$ cat src/rtl/tg_pkg.sv
// Shared types and constants for the traffic/config sequencer.
// FSM encoding, LFSR polynomial, drain quiet length, clog2 helper.
package tg_pkg;

  typedef enum logic [2:0] {
    ST_IDLE  = 3'd0,
    ST_INIT  = 3'd1,
    ST_FILL  = 3'd2,
    ST_DRAIN = 3'd3,
    ST_GAP   = 3'd4,
    ST_DONE  = 3'd5
  } tg_state_e;

  localparam logic [15:0] TG_LFSR_POLY   = 16'hB400;
  localparam int          TG_DRAIN_QUIET = 2;

  function automatic int clog2(input int n);
    int r;
    r = 0;
    while ((1 << r) < n) r++;
    return r;
  endfunction

endpackage

$ cat src/rtl/lfsr16_gen.sv
// 16-bit right-shifting Galois LFSR with seed load and advance enable.
// A zero seed is replaced by 1 so the register never locks up.
module lfsr16_gen
  import tg_pkg::*;
(
  input  logic        clk,
  input  logic        reset,
  input  logic        load,
  input  logic [15:0] seed,
  input  logic        advance,
  output logic [15:0] value
);

  logic [15:0] value_q, value_d;
  logic [15:0] seed_nz;

  assign seed_nz = (seed == 16'h0) ? 16'h0001 : seed;

  always_comb begin
    value_d = value_q;
    if (load) begin
      value_d = seed_nz;
    end else if (advance) begin
      value_d = (value_q >> 1) ^ (value_q[0] ? TG_LFSR_POLY : 16'h0);
    end
  end

  always_ff @(posedge clk) begin
    if (reset) value_q <= seed_nz;
    else       value_q <= value_d;
  end

  assign value = value_q;

endmodule

$ cat src/rtl/generador_trafico.sv
// Traffic/config sequencer: init pulse, LFSR burst, FIFO drain, done.
// TG_ROUND_ROBIN_DEST_EN selects round-robin destinations over LFSR ones.
module generador_trafico
  import tg_pkg::*;
#(
  parameter int          BITNUMBER = 8,
  parameter int          NUM_DEST  = 2,
  parameter int          DEST_LSB  = 4,
  parameter int          BURST_LEN = 16,
  parameter int          IDLE_GAP  = 16,
  parameter logic [15:0] LFSR_SEED = 16'hACE1,
  parameter int          UMBRAL_W  = 4
) (
  input  logic                 clk,
  input  logic                 reset,
  input  logic                 start,
  input  logic [UMBRAL_W-1:0]  cfg_MF,
  input  logic [UMBRAL_W-1:0]  cfg_VC,
  input  logic [UMBRAL_W-1:0]  cfg_D,
  input  logic                 Main_pause,
  input  logic [NUM_DEST-1:0]  D_can_pop,
  output logic                 init,
  output logic [UMBRAL_W-1:0]  Umbral_MF_prob,
  output logic [UMBRAL_W-1:0]  Umbral_VC_prob,
  output logic [UMBRAL_W-1:0]  Umbral_D_prob,
  output logic                 push,
  output logic [BITNUMBER-1:0] data_in,
  output logic [NUM_DEST-1:0]  pop_D,
  output logic                 busy,
  output logic                 done,
  output logic [15:0]          sent_count
);

  localparam int          DW         = clog2(NUM_DEST);
  localparam logic [15:0] BURST_MAX  = 16'(BURST_LEN);
  localparam logic [15:0] GAP_LAST   =
    16'((IDLE_GAP == 0) ? 0 : IDLE_GAP - 1);
  localparam logic [1:0]  QUIET_LAST = 2'(TG_DRAIN_QUIET - 1);

  tg_state_e           state_q, state_d;
  logic [UMBRAL_W-1:0] mf_q, mf_d;
  logic [UMBRAL_W-1:0] vc_q, vc_d;
  logic [UMBRAL_W-1:0] d_q, d_d;
  logic [15:0]         sent_q, sent_d;
  logic [15:0]         gap_q, gap_d;
  logic [1:0]          quiet_q, quiet_d;
  logic [NUM_DEST-1:0] pop_q, pop_d;
  logic [15:0]         lfsr_value;
  logic [15:0]         word;
  logic [DW-1:0]       dest;
  logic                accept;
  logic                push_int;

  assign accept   = (state_q == ST_IDLE) && start;
  assign push_int = (state_q == ST_FILL) && !Main_pause
                    && (sent_q < BURST_MAX);

  lfsr16_gen u_lfsr (
    .clk     (clk),
    .reset   (reset),
    .load    (accept),
    .seed    (LFSR_SEED),
    .advance (push_int),
    .value   (lfsr_value)
  );

`ifdef TG_ROUND_ROBIN_DEST_EN
  logic [DW-1:0] ptr_q, ptr_d;

  always_comb begin
    ptr_d = ptr_q;
    if (accept) begin
      ptr_d = '0;
    end else if (push_int) begin
      ptr_d = (ptr_q == DW'(NUM_DEST - 1)) ? '0 : ptr_q + DW'(1);
    end
  end

  always_ff @(posedge clk) begin
    if (reset) ptr_q <= '0;
    else       ptr_q <= ptr_d;
  end

  assign dest = ptr_q;
`else
  assign dest = DW'(int'(lfsr_value[15 -: DW]) % NUM_DEST);
`endif

  always_comb begin
    word = lfsr_value;
    word[DEST_LSB +: DW] = dest;
  end

  assign data_in = BITNUMBER'(word);

  always_comb begin
    state_d = state_q;
    mf_d    = mf_q;
    vc_d    = vc_q;
    d_d     = d_q;
    sent_d  = sent_q;
    gap_d   = gap_q;
    quiet_d = quiet_q;
    pop_d   = '0;
    unique case (state_q)
      ST_IDLE: begin
        if (start) begin
          state_d = ST_INIT;
          mf_d    = cfg_MF;
          vc_d    = cfg_VC;
          d_d     = cfg_D;
          sent_d  = '0;
        end
      end
      ST_INIT: state_d = ST_FILL;
      ST_FILL: begin
        if (push_int) begin
          sent_d = sent_q + 16'd1;
          if (sent_q + 16'd1 == BURST_MAX) begin
            state_d = ST_DRAIN;
            quiet_d = '0;
          end
        end
      end
      ST_DRAIN: begin
        pop_d = D_can_pop;
        if (|D_can_pop) begin
          quiet_d = '0;
        end else if (quiet_q == QUIET_LAST) begin
          quiet_d = '0;
          gap_d   = '0;
          state_d = (IDLE_GAP == 0) ? ST_DONE : ST_GAP;
        end else begin
          quiet_d = quiet_q + 2'd1;
        end
      end
      ST_GAP: begin
        if (gap_q == GAP_LAST) state_d = ST_DONE;
        else                   gap_d   = gap_q + 16'd1;
      end
      ST_DONE: state_d = ST_IDLE;
      default: state_d = ST_IDLE;
    endcase
  end

  always_ff @(posedge clk) begin
    if (reset) begin
      state_q <= ST_IDLE;
      mf_q    <= '0;
      vc_q    <= '0;
      d_q     <= '0;
      sent_q  <= '0;
      gap_q   <= '0;
      quiet_q <= '0;
      pop_q   <= '0;
    end else begin
      state_q <= state_d;
      mf_q    <= mf_d;
      vc_q    <= vc_d;
      d_q     <= d_d;
      sent_q  <= sent_d;
      gap_q   <= gap_d;
      quiet_q <= quiet_d;
      pop_q   <= pop_d;
    end
  end

  assign init           = (state_q == ST_INIT);
  assign busy           = (state_q != ST_IDLE);
  assign done           = (state_q == ST_DONE);
  assign push           = push_int;
  assign pop_D          = pop_q;
  assign sent_count     = sent_q;
  assign Umbral_MF_prob = mf_q;
  assign Umbral_VC_prob = vc_q;
  assign Umbral_D_prob  = d_q;

endmodule
$ cat config.mk
export PLATFORM = sky130hd
export DESIGN_NAME = generador_trafico
export DESIGN_NICKNAME = d
export VERILOG_FILES = /design/src/rtl/tg_pkg.sv /design/src/rtl/lfsr16_gen.sv /design/src/rtl/generador_trafico.sv
export SDC_FILE = /design/constraint.sdc
export NUM_CORES = 1
export LEC_CHECK = 0
export BUFFER_PORTS_ARGS = -buffer_cell sky130_fd_sc_hd__clkbuf_2
export CAP_MARGIN = 10
export CORE_MARGIN = 2
export CORE_UTILIZATION = 61
export CTS_BUF_LIST = sky130_fd_sc_hd__clkbuf_8
export CTS_CLUSTER_DIAMETER = 80
export CTS_CLUSTER_SIZE = 16
export DETAILED_ROUTE_END_ITERATION = 12
export HOLD_SLACK_MARGIN = 0.03
export PLACE_DENSITY = 0.87
export REMOVE_ABC_BUFFERS = 1
export SLEW_MARGIN = 20
export SYNTH_ARGS = -nofsm -noshare
export SYNTH_HDL_FRONTEND = slang
export SYNTH_SLANG_ARGS = --single-unit
$ cat constraint.sdc
create_clock -name clk -period 3 [get_ports clk]
set_clock_uncertainty 0.15 [all_clocks]
set_input_delay 0 -clock clk [delete_from_list [all_inputs] [get_ports clk]]
set_output_delay 0 -clock clk [all_outputs]
set_load 0.01 [all_outputs]
Word-level counts from Yosys, hierarchy flattened --
Cells that the tools add are included. W data, S select, Z words.
Operators by class: mux-type cells 20, reduce and logical (&&, ||, !) cells 17, bitwise operators 2, order comparisons 1, eq/ne operators 15, add/subtract/negate cells 3
Operator list (count):
- $mux W16 | 6
- $pmux W16 S2 | 2
- $add A16 B1 Y16 const B | 2
- $mux W3 | 6
- $eq A16 B4 Y1 const B | 1
- $eq A16 B5 Y1 const B | 1
- $lt A16 B5 Y1 const B | 1
- $xor A15 B16 Y16 | 1
- $pmux W3 S5 | 1
- $ne A2 B2 Y1 const B | 6
- $mux W2 | 4
- $eq A3 B2 Y1 const B | 2
- $eq A3 B3 Y1 const B | 2
- $reduce_and A3 Y1 | 2
- $reduce_and A6 Y1 | 1
- $reduce_bool A2 Y1 | 3
- $reduce_or A2 Y1 | 3
- $pmux W2 S2 | 1
- $reduce_and A4 Y1 | 1
- $eq A3 B1 Y1 const B | 1
- $logic_and A1 B1 Y1 | 3
- $logic_not A3 Y1 | 1
- $reduce_bool A3 Y1 | 1
- $add A2 B1 Y2 const B | 1
- 5 further kinds | 5
Storage, ports and cells: register bits 67, output and inout bits 42

Longest topological paths before layout --
depth in word-level cells 5, mapped depth 9, mapped depth without buffers 6

Modules after synthesis --
A second synthesis with hierarchy kept.
Unflattened totals: cells, all modules 307, area total of the unflattened synthesis 3034.2 um^2
Modules (own cells, without submodules):
- generador_trafico | cells each 259, area an instance 2275.9 um^2, seq. area each 1021.0 um^2, times used 1
- lfsr16_gen | cells each 48, area an instance 758.2 um^2, seq. area each 480.5 um^2, times used 1

Worst setup path before layout --
OpenSTA, ideal clock, no wires.
path type reg2reg, start reg gap_q[0], end reg gap_q[9], required time 2.780 ns, path slack 1.234 ns, library setup time 0.070 ns, cell stages (with the launch flop) 8, path buffers 1, arrival time 1.546 ns, path through dfxtp_1 -> ha_1 -> and4bb_2 -> nand4_2 -> a21boi_2 -> buf_6 -> or3_1 -> a21oi_1
On the way: cells in the longest elaborated chain, start to end 3, elaborated cells on any way between the ends 6, classes of those cells add/sub: 1; eq/ne: 2; mux: 2; reduce/logical: 1
Ends and longest elaborated chain:
- start: declaration | line generador_trafico.sv:45 | logic [15:0] gap_q, gap_d;
- start signal: assignment | line generador_trafico.sv:162 | gap_q <= gap_d;
- $add A16 B1 Y16 / $eq A16 B4 Y1 (equally long branches) | line generador_trafico.sv:139, generador_trafico.sv:138
- $mux W16 / $ne A2 B2 Y1 (equally long branches)
- $pmux W16 S2 / $reduce_and A4 Y1 (equally long branches)
Several ways; a longest one is shown, not always the timed one. The select of a mux whose other input is x is not followed. A chain may end at the register's enable or synchronous reset.

Worst setup path in the final report --
start reg state_q[0], end reg quiet_q[1]
On the way: cells in the longest elaborated chain, start to end 5, elaborated cells on any way between the ends 9, classes of those cells eq/ne: 4; mux: 1; reduce/logical: 4
Ends and longest elaborated chain:
- start: declaration | line generador_trafico.sv:40 | tg_state_e state_q, state_d;
- start signal: assignment | line generador_trafico.sv:157 | state_q <= state_d;
- $eq A3 B2 Y1 | line generador_trafico.sv:55, generador_trafico.sv:105
- $logic_and A1 B1 Y1 | line generador_trafico.sv:55 | assign push_int = (state_q == ST_FILL) && !Main_pause
- $logic_and A1 B1 Y1 | line generador_trafico.sv:56 | && (sent_q < BURST_MAX);
- $ne A2 B2 Y1 (no source line)
- $reduce_and A3 Y1 (no source line)
- end signal: assignment | line generador_trafico.sv:163 | quiet_q <= quiet_d;
- end: declaration | line generador_trafico.sv:46 | logic [1:0] quiet_q, quiet_d;
Several ways; a longest one is shown, not always the timed one.

==> results.ini <==
[cells_and_area]
layoutNonFillerInstCount = 454
multi_input_area_mm2 = 0.00137
area_delta_synth_final_pct = 19.9
post_route_cells_drive_above_1_share_pct = 23.3
final_nets = 416
layout.area.seq_mm2 = 0.00134
layout.filler_cells = 317
antennaDiodeCount = 0

[detailed_routing]
dr_total_vias = 2701
first_pass_iters = 5
postRouteAntennaNets = 0
drt_iter0_markers = 196
vias_per_cell = 5.95
wl_per_cell_um = 16.6
drc = 0
routed_wirelength_mm = 7.55

[synth]
synthArstFlopShare_pct = 0
syn_inst = 335
synth_sequential_area_ratio_pct = 46.2
postSynth.topFlopCell = sky130_fd_sc_hd__dfxtp_1
synth_cell_type_count = 52
postSynthRegisterBits = 67
synth_enable_flop_cells = 0
syn-cell-area_mm2 = 0.00290
avgSynthCellArea_um2 = 8.66
yosysWarningCount = 0

[power]
power.density_mw_per_mm2 = 553
worst_ir_drop_on_vdd_mv = 0.447
p_leak_nw = 1.45

[setup_path]
startpoint = state_q[0]
worst_path_max_delay_cell = sky130_fd_sc_hd__dfxtp_1
cp_cell_sequence = nor2_2 > nand4_1 > or2_1 > buf_4 > clkinv_2 > and4_1 > nor4b_1
timing_worst_setup_path_type = reg -> reg
worst-r2r-setup-slack_ns = 0.70
worst_ep_arrival_time_ns = 2.39
cp_slowest_stage_delay_ns = 0.55
timing.rr.start = state_q[0]
cp_data_required_time_ns = 3.09
critPathMaxFanout = 26
critPathCaptureType = register
setup.worst_path.start_class = register

[sta]
drv_slew = 0
setup_viol_count_final = 0
period_minus_slack_ns = 2.30
worst_pin_slew_ns = 0.679
timing.hold.ws_ns = 0.0999
finalHoldViolCount = 0
setup_total_negative_slack_ns = 0
maxClockFrequency_mhz = 435
rsz0062_at_grt = false
relSlewSlack_pct = 54.7
final.period_utilization_pct = 76.6

[clock_network]
postCtsSetupRepairBufs = 0
cts.hold.buffers_added = 16
clk_pin_slew_worst_paths_ns = 0.08
number_of_buffers_created_by_cts = 9
clk_latency_ns = 0.35
cts_tree = yes
cts_max_level = 3
cts-root-to-sink-buffers = 2
post_cts.resized_instances = 0
ctsRootBufferMaster = sky130_fd_sc_hd__clkbuf_8
clkSinkCount = 67

[die]
initial_core_util_pct = 62.3
std_cell_rows = 25
io_pins = 60
die_w_um = 73.0
floorplan.die_area_mm2 = 0.00532
dieHeight_um = 73.0
fp.coreArea_mm2 = 0.00466

[job]
drv.max_cap_violation_count = 0

[grt]
grt_pass1_vias = 2441
grt_usage_pct = 29.4
largest_net_degree_at_the_start_of_global_routing = 30
antenna_found_initial = 0
grt_first_pass_wirelength_mm = 11.8
grt-ovfl-total = 0

[place]
portBuffers = 59
routabilityCongestion = 0.792
placed_cells = 422
dp_hpwl_mm = 4.25

[worst_hold_path]
timing.hold.worst.class = in -> reg
holdCritStartpoint = reset

[outcome]
status = finished clean

==> path summary, 6_finish.rpt <==
check | end | cells after the start
hold / removal | sent_count[2] | 2
setup reg to reg | quiet_q[1] | 7
hold reg to reg | u_lfsr.value[9] | 2
setup / recovery | quiet_q[1] | 7
==> cells in the mapped netlist, types with 3 or more instances <==
master,n,share of area [%]
sky130_fd_sc_hd__dfxtp_1,67,46
sky130_fd_sc_hd__nand2_1,66,8.5
sky130_fd_sc_hd__a21oi_1,33,5.7
sky130_fd_sc_hd__nand3_1,16,2.8
sky130_fd_sc_hd__nor2_1,16,2.1
sky130_fd_sc_hd__buf_4,10,2.6
sky130_fd_sc_hd__and2_1,9,1.9
sky130_fd_sc_hd__and3_1,9,1.9
sky130_fd_sc_hd__xor2_1,9,2.7
sky130_fd_sc_hd__clkbuf_1,8,1.0
sky130_fd_sc_hd__or3_1,8,1.7
sky130_fd_sc_hd__o21ai_0,7,1.2
sky130_fd_sc_hd__nand4_1,6,1.3
sky130_fd_sc_hd__nor3_1,5,0.86
sky130_fd_sc_hd__buf_2,4,0.69
sky130_fd_sc_hd__inv_1,4,0.52
sky130_fd_sc_hd__nor4_1,4,0.86
sky130_fd_sc_hd__o211ai_1,4,1.0
sky130_fd_sc_hd__xnor2_1,4,1.2
sky130_fd_sc_hd__buf_6,3,1.2
sky130_fd_sc_hd__ha_1,3,1.3
sky130_fd_sc_hd__nor3b_1,3,0.78
==> stage by stage <==
step | util [%] | cell area (µm²) | power, mW | setup slack [ns]
after global placement | 66.6 | 3110 | 1.11 | 0.873
after floorplan | - | 2740 | 1.05 | 0.730
final | 74.6 | 3480 | 1.92 | 0.701
after detailed placement | 66.6 | 3110 | 1.11 | 0.808
after global routing | 74.6 | 3480 | 1.99 | 0.570
after CTS | 74.6 | 3480 | 1.91 | 0.761
==> cells by family (layout without fill, tap and decap cells) <==
| family | count (synthesis) | count (layout) | synth area share [%] |
|---|---|---|---|
| adder cells (fa/ha/maj) | 3 | 3 | 1.29 |
| AO/OA/AOI/OAI | 56 | 56 | 11.6 |
| buffers and inverters | 32 | 97 | 6.42 |
| flip-flops | 67 | 67 | 46.2 |
| AND/OR/NAND/NOR | 164 | 164 | 30.5 |
| XOR/XNOR | 13 | 13 | 3.92 |
==> placed cells by master (no fill, tap or decap), types with 4 or more instances in the layout <==
cell type                        n
sky130_fd_sc_hd__dfxtp_1        67
sky130_fd_sc_hd__nand2_1        66
sky130_fd_sc_hd__clkbuf_2       59
sky130_fd_sc_hd__a21oi_1        33
sky130_fd_sc_hd__nor2_1         16
sky130_fd_sc_hd__nand3_1        16
sky130_fd_sc_hd__dlygate4sd3_1  16
sky130_fd_sc_hd__clkbuf_8       12
sky130_fd_sc_hd__and2_1          9
sky130_fd_sc_hd__and3_1          9
sky130_fd_sc_hd__xor2_1          9
sky130_fd_sc_hd__or3_1           8
sky130_fd_sc_hd__o21ai_0         7
sky130_fd_sc_hd__nand4_1         6
sky130_fd_sc_hd__nor3_1          5
sky130_fd_sc_hd__nor4_1          4
sky130_fd_sc_hd__inv_1           4
sky130_fd_sc_hd__o211ai_1        4
sky130_fd_sc_hd__xnor2_1         4
==> critical path: cells and delay by family (launching register included) <==
family                 cells  cell delay [ns]
AND/OR/NAND/NOR            5             0.91
buffers and inverters      2             0.58
flip-flops                 1             0.55
==> layout make-up <==
cell class | count | area share [%]
Clock buffer | 12 | 4.75
Clock inverter | 4 | 1.37
Inverter | 5 | 0.576
Multi-Input combinational cell | 236 | 39.5
Sequential cell | 67 | 38.6
Tap cell | 54 | 1.94
Timing Repair Buffer | 76 | 13.3
==> per-layer routing <==
layer | track usage [%] | wire, µm
met5 | 0 | 0
met1 | 32.0 | 2800
met3 | 9.81 | 481
met4 | 16.3 | 346
met2 | 50.3 | 3920
==> state kept, by name, indices dropped and copies added, names as in the netlist, 3 cells and up <==
name and cells:
u_lfsr.value 16, gap_q 16, sent_count 16, Umbral_MF_prob 4, state_q 3, Umbral_VC_prob 4, Umbral_D_prob 4
==> report_power, final <==
group          switching [mW]  internal [mW]
combinational           0.114         0.0691
clock                   0.347          0.449
sequential             0.0280          0.915
No activity file was read; power rests on OpenSTA's default activity.
